`config.mk`:
```
export PLATFORM = sky130hd
export DESIGN_NAME = thermo_ctrl_flat
export DESIGN_NICKNAME = d
export VERILOG_FILES = /design/src/rtl/thermo_ctrl_if.sv /design/src/rtl/thermo_ctrl.sv /design/src/flat_wrapper.sv
export SDC_FILE = /design/constraint.sdc
export NUM_CORES = 1
export LEC_CHECK = 0
export BUFFER_PORTS_ARGS = -buffer_cell sky130_fd_sc_hd__buf_2
export CAP_MARGIN = 20
export CORE_UTILIZATION = 54
export CTS_CLUSTER_DIAMETER = 120
export DETAILED_ROUTE_END_ITERATION = 7
export GPL_TIMING_DRIVEN = 1
export HOLD_SLACK_MARGIN = 0.02
export PLACE_DENSITY_LB_ADDON = 0.08
export SLEW_MARGIN = 20
export SYNTH_ARGS = -nofsm -noshare
export SYNTH_HDL_FRONTEND = slang
export SYNTH_SLANG_ARGS = --single-unit
```
`constraint.sdc`:
```
create_clock -name clk -period 3 [get_ports clk]
set_clock_uncertainty 0.1 [all_clocks]
set_input_delay 0.15 -clock clk [delete_from_list [all_inputs] [get_ports clk]]
set_output_delay 0.15 -clock clk [all_outputs]
set_load 0.01 [all_outputs]
```
`src/rtl/thermo_ctrl_if.sv`:
```
// Sensor-side and drive-side signals of the thermostat controller.
// The master drives mode and temperatures; the slave (controller) returns the HVAC enables and status.
interface thermo_ctrl_if #(
  parameter int unsigned WIDTH = 8,
  parameter int unsigned CNTW  = 16
);
  logic [1:0]       mode;
  logic [WIDTH-1:0] Tset;
  logic [WIDTH-1:0] Tact;
  logic             Hon;
  logic             Con;
  logic [1:0]       state;
  logic [CNTW-1:0]  starts;

  modport master (
    output mode, Tset, Tact,
    input  Hon, Con, state, starts
  );

  modport slave (
    input  mode, Tset, Tact,
    output Hon, Con, state, starts
  );
endinterface

```
`src/rtl/thermo_ctrl.sv`:
```
// Thermostat controller: hysteretic heat/cool decision with minimum on-time,
// fixed rest period between activations, mode gating and a saturating start counter.
module thermo_ctrl #(
  parameter int unsigned WIDTH   = 8,
  parameter int unsigned BAND    = 4,
  parameter int unsigned MIN_ON  = 16,
  parameter int unsigned MIN_OFF = 16,
  parameter int unsigned CNTW    = 16
) (
  input  logic          clk,
  input  logic          rst,
  thermo_ctrl_if.slave  bus
);

  localparam logic [1:0] S_IDLE = 2'b00;
  localparam logic [1:0] S_HEAT = 2'b01;
  localparam logic [1:0] S_COOL = 2'b10;
  localparam logic [1:0] S_REST = 2'b11;

  localparam int unsigned CMAX = (MIN_ON > MIN_OFF) ? MIN_ON : MIN_OFF;
  localparam int unsigned CW   = $clog2(CMAX + 1);
  localparam logic signed [WIDTH:0] BAND_S = (WIDTH+1)'(BAND);

  logic [1:0]          state_q, state_d;
  logic [CW-1:0]       cnt_q, cnt_d;
  logic [CNTW-1:0]     starts_q, starts_d;
  logic                hon_q, con_q;
  logic                start_c;

  logic signed [WIDTH:0] diff_c;
  logic                  heat_req_c, cool_req_c;
  logic                  diff_le0_c, diff_ge0_c;
  logic                  on_done_c, rest_done_c;

  // Zero-extended signed difference: no modular wrap between far-apart operands.
  assign diff_c      = $signed({1'b0, bus.Tset}) - $signed({1'b0, bus.Tact});
  assign heat_req_c  = bus.mode[0] && (diff_c >= BAND_S);
  assign cool_req_c  = bus.mode[1] && (diff_c <= -BAND_S);
  assign diff_le0_c  = diff_c[WIDTH] || (diff_c == '0);
  assign diff_ge0_c  = !diff_c[WIDTH];
  assign on_done_c   = (cnt_q >= CW'(MIN_ON - 1));
  assign rest_done_c = (cnt_q == CW'(MIN_OFF - 1));

  // Next-state decision; every exit from an active state goes through REST.
  always_comb begin
    state_d = state_q;
    start_c = 1'b0;
    case (state_q)
      S_IDLE: begin
        if (heat_req_c) begin
          state_d = S_HEAT;
          start_c = 1'b1;
        end else if (cool_req_c) begin
          state_d = S_COOL;
          start_c = 1'b1;
        end
      end
      S_HEAT: begin
        if (!bus.mode[0] || (diff_le0_c && on_done_c)) state_d = S_REST;
      end
      S_COOL: begin
        if (!bus.mode[1] || (diff_ge0_c && on_done_c)) state_d = S_REST;
      end
      S_REST: begin
        if (rest_done_c) state_d = S_IDLE;
      end
      default: state_d = S_IDLE;
    endcase
  end

  // Dwell counter restarts on every state change; start counter saturates.
  always_comb begin
    cnt_d    = cnt_q;
    starts_d = starts_q;
    if (state_d != state_q) begin
      cnt_d = '0;
    end else if (cnt_q != CW'(CMAX)) begin
      cnt_d = cnt_q + CW'(1);
    end
    if (start_c && (starts_q != '1)) begin
      starts_d = starts_q + CNTW'(1);
    end
  end

  always_ff @(posedge clk) begin
    if (rst) begin
      state_q  <= S_IDLE;
      cnt_q    <= '0;
      starts_q <= '0;
      hon_q    <= 1'b0;
      con_q    <= 1'b0;
    end else begin
      state_q  <= state_d;
      cnt_q    <= cnt_d;
      starts_q <= starts_d;
      hon_q    <= (state_d == S_HEAT);
      con_q    <= (state_d == S_COOL);
    end
  end

  assign bus.Hon    = hon_q;
  assign bus.Con    = con_q;
  assign bus.state  = state_q;
  assign bus.starts = starts_q;

endmodule

```
`src/flat_wrapper.sv`:
```
// flat-port wrapper written by rule: the top's interface ports become plain ports
module thermo_ctrl_flat 
#(
  parameter int unsigned WIDTH   = 8,
  parameter int unsigned BAND    = 4,
  parameter int unsigned MIN_ON  = 16,
  parameter int unsigned MIN_OFF = 16,
  parameter int unsigned CNTW    = 16
)
  (clk, rst, bus_mode, bus_Tset, bus_Tact, bus_Hon, bus_Con, bus_state, bus_starts);
  thermo_ctrl_if #(.WIDTH(WIDTH), .CNTW(CNTW)) bus_i ();
  input  logic clk;
  input  logic rst;
  input wire logic [$bits(bus_i.mode)-1:0] bus_mode;
  input wire logic [$bits(bus_i.Tset)-1:0] bus_Tset;
  input wire logic [$bits(bus_i.Tact)-1:0] bus_Tact;
  output wire logic [$bits(bus_i.Hon)-1:0] bus_Hon;
  output wire logic [$bits(bus_i.Con)-1:0] bus_Con;
  output wire logic [$bits(bus_i.state)-1:0] bus_state;
  output wire logic [$bits(bus_i.starts)-1:0] bus_starts;
  assign bus_i.mode = bus_mode;
  assign bus_i.Tset = bus_Tset;
  assign bus_i.Tact = bus_Tact;
  assign bus_Hon = bus_i.Hon;
  assign bus_Con = bus_i.Con;
  assign bus_state = bus_i.state;
  assign bus_starts = bus_i.starts;
  thermo_ctrl #(.WIDTH(WIDTH), .BAND(BAND), .MIN_ON(MIN_ON), .MIN_OFF(MIN_OFF), .CNTW(CNTW)) u_core (.clk(clk), .rst(rst), .bus(bus_i));
endmodule
```
Word-level counts from Yosys, hierarchy flattened --
Index checks and enable logic that the tools add are counted. W data, S select, Z words.
Word-level totals: logic and storage cells 43, flip-flop bits (word level) 25, input port bits 20
Cells by class: order comparisons 3, add/subtract/negate cells 3, eq/ne operators 9, mux-type cells 9, reductions and logical operators 14
Operator list (count):
- $add A16 B1 Y16 const B | 1
- $ne A16 B16 Y1 const B | 1
- $mux W2 | 5
- $ge A9 B4 Y1 const B | 1
- $le A9 B3 Y1 const B | 1
- $logic_not A9 Y1 | 1
- $sub A8 B8 Y9 | 1
- $pmux W2 S4 | 1
- $eq A2 B2 Y1 const B | 3
- $add A5 B1 Y5 const B | 1
- $eq A5 B4 Y1 const B | 1
- $ge A5 B4 Y1 const B | 1
- $logic_and A1 B1 Y1 | 5
- $ne A5 B5 Y1 const B | 1
- $eq A2 B1 Y1 const B | 2
- $logic_not A1 Y1 | 3
- $logic_or A1 B1 Y1 | 3
- $mux W1 | 3
- $logic_not A2 Y1 | 1
- $ne A2 B2 Y1 | 1
- $reduce_or A2 Y1 | 1

Depth between registers and ports, before layout --
Gate-level depths: netlist (run 1).
depth after elaboration 9, mapped depth 12, depth with buffers taken out 11

Worst setup path after synthesis (run 1) --
OpenSTA, ideal clock, no wires.
kind input to register, from in bus_Tset[0], to reg u_core.starts_q[5] (netlist: u_core.bus.starts[5]), stages 12, setup slack 0.256 ns, library setup time 0.123 ns, arrival time 2.521 ns, data required time 2.777 ns, cells stage by stage inv_1 -> ha_1 -> fa_1 -> nand2b_1 -> a21oi_1 -> o31a_1 -> nor4_1 -> a311o_1 -> buf_6 -> a21oi_4 -> nand4_1 -> mux2_1
On the way: word-level cells in the longest chain between the ends 7
RTL lines:
- from (decl) | RTL line flat_wrapper.sv:15 | input wire logic [$bits(bus_i.Tset)-1:0] bus_Tset;
- $sub A8 B8 Y9 (*) | RTL line thermo_ctrl.sv:36 | assign diff_c = $signed({1'b0, bus.Tset}) - $signed({1'b0, bus.Tact});
- $le A9 B3 Y1 | RTL line thermo_ctrl.sv:38 | assign cool_req_c = bus.mode[1] && (diff_c <= -BAND_S);
- $logic_and A1 B1 Y1 | RTL line thermo_ctrl.sv:38
- $mux W1 | RTL line thermo_ctrl.sv:53 | end else if (cool_req_c) begin
- $mux W1 (*) | RTL line thermo_ctrl.sv:50 | if (heat_req_c) begin
- $mux W1 (*) | RTL line thermo_ctrl.sv:48 | case (state_q)
- $logic_and A1 B1 Y1 (*) | RTL line thermo_ctrl.sv:80 | if (start_c && (starts_q != '1)) begin
- to (signal assigned) | RTL line thermo_ctrl.sv:95 | starts_q <= starts_d;
- to (decl) | RTL line thermo_ctrl.sv:26 | logic [CNTW-1:0] starts_q, starts_d;
Mark *: on every way between the ends. The rest lies on a longest branch, timed or not. A chain may end at the register's enable or synchronous reset.

Final worst setup path (run 1) --
from in bus_Tact[0], to reg u_core.cnt_q[4]
On the way: word-level cells in the longest chain between the ends 9
RTL lines:
- from (decl) | RTL line flat_wrapper.sv:16 | input wire logic [$bits(bus_i.Tact)-1:0] bus_Tact;
- $sub A8 B8 Y9 (*) | RTL line thermo_ctrl.sv:36
- parallel branches: the longest is 5 deep, another holds $le A9 B3 Y1
- $pmux W2 S4 (*) | RTL line thermo_ctrl.sv:48
- $ne A2 B2 Y1 (*) | RTL line thermo_ctrl.sv:75 | if (state_d != state_q) begin
- $reduce_or A2 Y1 (no source line) (*)
- to (signal assigned) | RTL line thermo_ctrl.sv:94 | cnt_q <= cnt_d;
- to (decl) | RTL line thermo_ctrl.sv:25 | logic [CW-1:0] cnt_q, cnt_d;
Every way passes the cells marked *.

==> results.py, run 1 <==
metrics = {
    "place": {
        "gp_congestion": 0.834,
        "placed_cells": 292,
        "dpl.hpwl_um": 2680,
        "place_area_mm2": 0.00200,
        "dp_slack_ns": 0.0555,
        "io_buffers": 39,
    },
    "worst_setup_path": {
        "critical_path_depth": 12,
        "crit_path_start_kind": "primary input",
        "crit_chain": "buf_2, ha_1, fa_1, nand2b_1, a21oi_1, o31a_1, nor2_1, nor4_1, a21oi_1, a2111oi_2, buf_4, a2111oi_0",
        "path_max_fanout": 5,
        "crit_slowest_cell": "nor4_1",
        "reg2reg_depth": 9,
        "path_delay_family": "compound AO/OA/AOI/OAI gates",
        "worstPathArrival_ns": 2.68,
        "worstSetupPathType": "in -> reg",
        "path_buf_inv": 2,
        "crit_path_frequent_cell": "a21oi_1",
        "cpPeakStageDelay_ns": 0.43,
        "cp.required_ns": 3.09,
        "end_kind": "register",
    },
    "sta": {
        "fin_ws_ns": 0.411,
        "rsz0062_at_grt": "no",
        "slew_headroom": 0.706,
        "worstMarginPinSlew_ns": 0.439,
        "final-hold-violation-count": 0,
        "period_needed_ns": 2.59,
        "fin_setup_tns_ns": 0,
        "period_share": 0.863,
        "setup_viol": 0,
        "slew_violations": 0,
        "clock.fmax_ghz": 0.386,
    },
    "global_routing": {
        "grt_use_total": 0.203,
        "grt_pass1_vias": 1313,
        "grt_overflow": 0,
        "grt_start_max_net_pins": 25,
        "grt_first_pass_wirelength_um": 5520,
        "antenna_found_initial": 0,
    },
    "clocking": {
        "post-cts-setup-buffers": 0,
        "cts_buffers": 3,
        "clockRootBuffer": "clkbuf_4",
        "postCtsHoldBufs": 0,
        "clk_pin_slew_ns": 0.14,
        "cts_buffer_depth": 2,
        "cts-resized-gates": 0,
        "cts_tree": "yes",
        "clkLatencyLatePin_ns": 0.31,
        "cts.sinks": 25,
        "h-tree-depth": 1,
    },
    "die": {
        "die_area_mm2": 0.00346,
        "initial_core_util": 0.571,
        "die_w_um": 58.8,
        "coreArea_mm2": 0.00305,
        "die_h_um": 58.8,
        "pin_count": 40,
        "placementRows": 20,
    },
    "synthesis": {
        "synth_enable_flop_cells": 0,
        "netlist_area_mm2": 0.00174,
        "synthTopCellsByArea": "dfxtp_1, ha_1, nor2_1",
        "ys.flop_type": "dfxtp_1",
        "yosysTopAreaCell": "dfxtp_1",
        "syn_nets": 243,
        "post_synth_num_cell_types": 47,
        "ys_warn_count": 0,
        "synth-seq-cells": 25,
        "synth.avg_cell_area_um2": 8.31,
        "ys_seq_area_frac": 0.287,
        "yosys.cell_count.top_type": "nor2_1",
        "synthArstFlopShare": 0,
        "synth_top_area_share": 0.287,
        "yosys-top-cells-count": "nor2_1, dfxtp_1, inv_1",
        "synth_cells": 210,
    },
    "power": {
        "powerDensity_mw_per_mm2": 374,
        "p_leak_uw": 0.000918,
        "peakVddDrop_mv": 0.268,
        "power.total_uw": 758,
    },
    "layout": {
        "antenna_cells": 0,
        "syn2layout_area_growth_pct": 16.1,
        "drive_above_1_share": 0.210,
        "nFillCells": 289,
        "fin_cells": 296,
        "nNetsFinal": 286,
        "postLayoutCellArea_mm2": 0.00202,
    },
    "routing": {
        "first_pass_iters": 4,
        "routed_wl_um": 3450,
        "wl_per_cell_um": 11.6,
        "avgViaCountPerCell": 5.45,
        "ant_nets": 0,
        "drt_iter0_drc": 98,
        "vias": 1612,
        "drcViolationCount": 0,
    },
    "outcome": {
        "outcome": "finished, final reports clean",
    },
    "worst_hold_path": {
        "hold_class": "in -> reg",
        "hold_depth": 2,
    },
    "run": {
        "maxCapViolCount": 0,
    },
}
==> through the flow <==
step	hold WS, ns	util
global placement	0.382	0.655
floorplan	0.276	-
finish	0.122	0.663
global route	0.139	0.663
detailed placement	0.393	0.655
CTS	0.125	0.663
==> flip-flops by register name (all words and copies together) (netlist names) <==
signal / cells
u_core.bus.Con: 1
u_core.cnt_q: 5
u_core.bus.starts: 16
u_core.bus.state: 2
u_core.bus.Hon: 1
==> cell usage in the layout (no fill, tap or decap), types with 5 or more instances in the layout <==
cell type,count
xnor2_1,12
nand3_1,12
buf_2,39
nor2b_1,7
nor2_1,28
dfxtp_1,25
and3_1,9
ha_1,12
inv_1,15
a21oi_1,11
nand2_1,9
o21ai_0,5
nor4_1,6
nand2b_1,5
a211oi_1,9
==> worst paths after layout <==
check	startpoint	slack [ns]	end
setup reg to reg	u_core.cnt_q[0]	0.59	u_core.cnt_q[4]
hold reg to reg	u_core.bus.starts[15]	0.40	u_core.bus.starts[15]
hold / removal	rst	0.12	u_core.bus.starts[2]
setup / recovery	bus_Tact[0]	0.41	u_core.cnt_q[4]
==> report_power, final <==
part | switching, uW | leakage, uW | total (uW) | internal [uW]
Clock | 96.2 | 0.0000150 | 148 | 51.9
Combinational | 140 | 0.000701 | 245 | 104
Sequential | 17.7 | 0.000203 | 365 | 348
Total | 254 | 0.000918 | 758 | 504
==> layout make-up <==
type / count / area, um2 / share of cell area
Timing Repair Buffer: 43 / 225 / 0.111
Clock buffer: 4 / 26.3 / 0.0130
Sequential cell: 25 / 500 / 0.247
Tap cell: 44 / 55.1 / 0.0272
Inverter: 15 / 56.3 / 0.0278
Multi-Input combinational cell: 165 / 1160 / 0.574
==> cells by family after synthesis <==
logic type / synth area share
AOI/OAI and AO/OA: 0.204
muxes: 0.0373
adders and majority gates: 0.0976
and+or+nand+nor: 0.257
buffers and inverters: 0.0473
DFF: 0.287
xor gates and xnor gates: 0.0703
==> worst reg2reg max path: cells and delay by family, from the launching register on <==
family,cells,cell delay (ns)
adder cells (fa/ha/maj),2,0.43
AND/OR/NAND/NOR,1,0.18
flip-flops,1,0.36
AO/OA/AOI/OAI,5,1.05
buffers and inverters,1,0.17
==> layer usage <==
layer,global-route usage,up-vias,wire [um]
li1,-,844,-
met1,0.291,725,1830
met2,0.317,41,1450
met3,0.0286,2,149
met4,0.0578,0,17
met5,0,-,0
No activity file was read; power rests on OpenSTA's default activity.
==> run 2, diff against run 1 <==
- CORE_UTILIZATION: 54 -> 48
- clock period: 3 -> 2.15 ns (I/O delays scaled with it)
==> results.py, run 2 (synthesis results as in run 1) <==
metrics = {
    "outcome": {
        "outcome": "complete, but fails checks",
        "violations": "negative setup slack",
    },
    "place": {
        "dp_slack_ns": -0.667,
        "dpl.hpwl_um": 3080,
        "place_area_mm2": 0.00225,
        "placed_cells": 322,
        "gp_congestion": 0.797,
        "io_buffers": 39,
    },
    "clocking": {
        "cts_buffers": 3,
        "postCtsHoldBufs": 0,
        "clockRootBuffer": "clkbuf_4",
        "clkLatencyLatePin_ns": 0.32,
        "clk_pin_slew_ns": 0.14,
        "h-tree-depth": 1,
        "cts.sinks": 25,
        "cts_buffer_depth": 2,
        "cts_tree": "yes",
    },
    "worst_setup_path": {
        "cpPeakStageDelay_ns": 0.40,
        "rrSetupSlack_ns": -0.02,
        "path_max_fanout": 6,
        "crit_path_start_kind": "primary input",
        "end_kind": "register",
        "crit_chain": "buf_8, inv_8, ha_4, fa_2, nand2b_4, a21oi_4, o31a_1, nor4_2, a311o_2, a21oi_4, nand4_1, mux2_1",
        "cp.required_ns": 2.28,
        "worstPathArrival_ns": 2.44,
        "crit_slowest_cell": "a311o_2",
        "crit_path_frequent_cell": "a21oi_4",
        "worstSetupPathType": "in -> reg",
    },
    "routing": {
        "avgViaCountPerCell": 5.34,
        "ant_nets": 0,
        "wl_per_cell_um": 12.6,
        "routed_wl_um": 4140,
        "vias": 1757,
        "first_pass_iters": 4,
        "drcViolationCount": 0,
        "drt_iter0_drc": 99,
    },
    "power": {
        "p_leak_uw": 0.00111,
        "powerDensity_mw_per_mm2": 499,
        "peakVddDrop_mv": 0.456,
    },
    "sta": {
        "setup_viol": 23,
        "clock.fmax_ghz": 0.432,
        "slew_violations": 0,
        "fin_setup_tns_ns": -1.59,
        "final-hold-violation-count": 0,
        "period_share": 1.08,
        "slew_headroom": 0.682,
        "worstMarginPinSlew_ns": 0.476,
        "rsz0062_at_grt": "yes",
        "fin_ws_ns": -0.162,
        "period_needed_ns": 2.31,
    },
    "layout": {
        "nNetsFinal": 317,
        "antenna_cells": 0,
        "fin_cells": 329,
        "postLayoutCellArea_mm2": 0.00246,
        "syn2layout_area_growth_pct": 41.1,
        "final_cell_mix": "buf_2, buf_4, nor2_1",
        "largest_reg_flops": 16,
        "drive_above_1_share": 0.403,
        "fin_util": 0.721,
        "final_common_cell": "buf_2",
    },
    "global_routing": {
        "grt_overflow": 0,
        "grt_use_total": 0.227,
        "grt_start_max_net_pins": 25,
        "grt_pass1_vias": 1697,
        "grt_first_pass_wirelength_um": 7310,
        "antenna_found_initial": 0,
    },
    "die": {
        "coreArea_mm2": 0.00342,
        "pin_count": 40,
        "placementRows": 21,
        "initial_core_util": 0.511,
        "die_h_um": 62.3,
        "die_area_mm2": 0.00388,
        "die_w_um": 62.3,
    },
    "worst_hold_path": {
        "hold_class": "in -> reg",
    },
    "run": {
        "maxCapViolCount": 0,
    },
}
run 2: final cells by class:
class / instances / area (um2)
Fill cell: 280 / 955
Clock buffer: 3 / 22.5
Multi-Input combinational cell: 165 / 1330
Timing Repair Buffer: 74 / 482
Clock inverter: 1 / 8.76
Inverter: 15 / 63.8
Tap cell: 46 / 57.6
Sequential cell: 25 / 502
run 2: layer usage:
layer	routed length [um]	GRT usage
met1	2000	0.307
met2	2000	0.378
met3	144	0.0441
met4	0	0.0407
met5	0	0
run 2: power breakdown:
group          total (uW)  switching, uW  leakage, uW  internal [uW]
logic                 497            260     0.000889            237
clock network         222            146    0.0000183           75.7
registers             510           24.0     0.000203            486
total                1230            430      0.00111            799
run 2: path summary, 6_finish.rpt:
| kind | from | endpoint | cells past startpoint |
|---|---|---|---|
| hold reg to reg | u_core.bus.starts[15] | u_core.bus.starts[15] | 2 |
| setup reg to reg | u_core.cnt_q[0] | u_core.cnt_q[4] | 9 |
| setup / recovery | bus_Tset[0] | u_core.bus.starts[5] | 12 |
| hold / removal | rst | u_core.bus.starts[8] | 2 |
run 2: metrics by stage:
| stage | power [uW] | hold slack, ns |
|---|---|---|
| 2_1_floorplan | 774 | 0.234 |
| 3_3_place_gp | 932 | 0.386 |
| 3_5_place_dp | 938 | 0.401 |
| 4_1_cts | 1210 | 0.0656 |
| 5_1_grt | 1320 | 0.0694 |
| 6_report | 1230 | 0.0789 |
run 2: repair_timing:
| item | CTS | global route |
|---|---|---|
| buffers inserted | 2 | 1 |
| endpoints found under the setup margin | 24 | 25 |
| gates resized for setup | 22 | 15 |
| endpoints found under the hold margin | 0 | 0 |
| pin swaps | 15 | 6 |
run 2: worst max-delay path, delay by kind of cell:
family | cells | cell delay (ns)
buf+inv | 2 | 0.11
mux | 1 | 0.32
fa+ha+maj | 2 | 0.48
compound gates | 4 | 1.03
simple gates | 3 | 0.39
==> run 3, diff against run 2 <==
--- a/config.mk
+++ b/config.mk
@@ -8,4 +8,5 @@
 export BUFFER_PORTS_ARGS = -buffer_cell sky130_fd_sc_hd__buf_2
 export CAP_MARGIN = 20
+export CORE_ASPECT_RATIO = 0.8
 export CORE_UTILIZATION = 48
 export CTS_CLUSTER_DIAMETER = 120
==> constraint.sdc (replaced) <==
create_clock -name clk -period 2.15 [get_ports clk]
set_clock_uncertainty 0.1 [all_clocks]
set_input_delay 0 -clock clk [delete_from_list [all_inputs] [get_ports clk]]
set_output_delay 0 -clock clk [all_outputs]
set_load 0.01 [all_outputs]
==> results.py, run 3 (synthesis results as in run 1) <==
metrics = {
    "outcome": {
        "outcome": "complete, but fails checks",
        "violations": "negative setup slack",
    },
    "routing": {
        "ant_nets": 0,
        "drt_iter0_drc": 81,
        "first_pass_iters": 4,
        "wl_per_cell_um": 11.9,
        "vias": 1743,
        "drcViolationCount": 0,
        "avgViaCountPerCell": 5.30,
        "routed_wl_um": 3920,
    },
    "worst_setup_path": {
        "end_kind": "register",
        "path_max_fanout": 5,
        "cp.required_ns": 2.25,
        "worstPathArrival_ns": 2.38,
        "worstSetupPathType": "in -> reg",
        "crit_path_start_kind": "primary input",
        "rrSetupSlack_ns": -0.02,
    },
    "global_routing": {
        "antenna_found_initial": 0,
        "grt_use_total": 0.212,
        "grt_pass1_vias": 1584,
        "grt_first_pass_wirelength_um": 6820,
        "grt_overflow": 0,
        "grt_start_max_net_pins": 25,
    },
    "layout": {
        "final_common_cell": "buf_4",
        "largest_reg_flops": 16,
        "nFillCells": 288,
        "final_cell_mix": "buf_4, buf_2, nor2_1",
        "postLayoutCellArea_mm2": 0.00246,
        "antenna_cells": 0,
        "fin_cells": 329,
        "nNetsFinal": 321,
        "fin_util": 0.715,
        "syn2layout_area_growth_pct": 41.2,
        "drive_above_1_share": 0.390,
    },
    "sta": {
        "slew_headroom": 0.729,
        "final-hold-violation-count": 0,
        "worstMarginPinSlew_ns": 0.407,
        "fin_ws_ns": -0.129,
        "period_share": 1.06,
        "rsz0062_at_grt": "yes",
        "setup_viol": 22,
        "clock.fmax_ghz": 0.439,
        "slew_violations": 0,
        "period_needed_ns": 2.28,
    },
    "power": {
        "p_leak_uw": 0.00113,
        "power.total_uw": 1270,
        "powerDensity_mw_per_mm2": 514,
        "peakVddDrop_mv": 0.383,
    },
    "place": {
        "placed_cells": 322,
        "gp_congestion": 0.777,
        "dpl.hpwl_um": 3030,
        "place_area_mm2": 0.00227,
        "io_buffers": 39,
        "dp_slack_ns": -0.494,
    },
    "clocking": {
        "postCtsHoldBufs": 0,
        "cts_buffers": 3,
        "clkLatencyLatePin_ns": 0.26,
        "cts_tree": "yes",
        "cts_buffer_depth": 2,
        "h-tree-depth": 1,
        "cts.sinks": 25,
        "clockRootBuffer": "clkbuf_8",
        "clk_pin_slew_ns": 0.08,
    },
    "die": {
        "die_area_mm2": 0.00388,
        "initial_core_util": 0.506,
        "placementRows": 19,
        "die_h_um": 55.9,
        "pin_count": 40,
        "coreArea_mm2": 0.00345,
        "die_w_um": 69.4,
    },
    "run": {
        "maxCapViolCount": 0,
    },
    "worst_hold_path": {
        "hold_class": "in -> reg",
    },
}
## run 3: power by group
| part | total, uW | switching, uW | internal [uW] |
|---|---|---|---|
| clock | 272 | 143 | 129 |
| sequential | 504 | 18.3 | 485 |
| combinational | 490 | 247 | 242 |
| total | 1270 | 409 | 857 |
## run 3: worst paths after layout
| kind | cells after the start | startpoint | to |
|---|---|---|---|
| setup / recovery | 13 | bus_Tset[0] | u_core.bus.starts[15] |
| hold / removal | 2 | rst | u_core.bus.starts[1] |
| setup reg to reg | 8 | u_core.bus.starts[6] | u_core.bus.starts[5] |
| hold reg to reg | 2 | u_core.bus.starts[15] | u_core.bus.starts[15] |
## run 3: what timing repair did
item,CTS,global route
resized for setup,19,9
pin swaps,9,6
endpoints found under the setup margin,23,25
endpoints found under the hold margin,0,0
setup buffers,2,1
## run 3: layout make-up
class	count	area, um2	share of cell area
clock inverter	1	5.00	0.00203
timing repair buffer	78	508	0.206
inverter	15	63.8	0.0259
multi-input combinational	165	1290	0.524
tap	42	52.6	0.0213
clock buffer	3	41.3	0.0168
sequential	25	502	0.204
## run 3: layer usage
metal / share of wire / global-route usage / vias up
met1: 0.53 / 0.311 / 785
met3: 0.044 / 0.0399 / 2
li1: - / - / 917
met2: 0.43 / 0.329 / 39
met4: 0.0041 / 0.0350 / 0
met5: 0 / 0 / -
## run 3: worst max-delay path, stage by stage
cell and delay [ns]:
buf_8 0.08, inv_8 0.03, ha_4 0.14, fa_2 0.33, nand2b_4 0.16, a21oi_4 0.20
o31a_1 0.16, nor4_1 0.05, a311o_2 0.44, buf_4 0.16, a21o_1 0.16, or3_1 0.34
a21oi_1 0.12
## run 3: per-stage QoR
stage,TNS (ns),hold WS [ns]
6_report,-1.45,0.0327
3_5_place_dp,-9.75,0.297
5_1_grt,-4.15,0.0517
4_1_cts,-1.08,0.0321
3_3_place_gp,-9.27,0.302
2_1_floorplan,-2.56,0.126
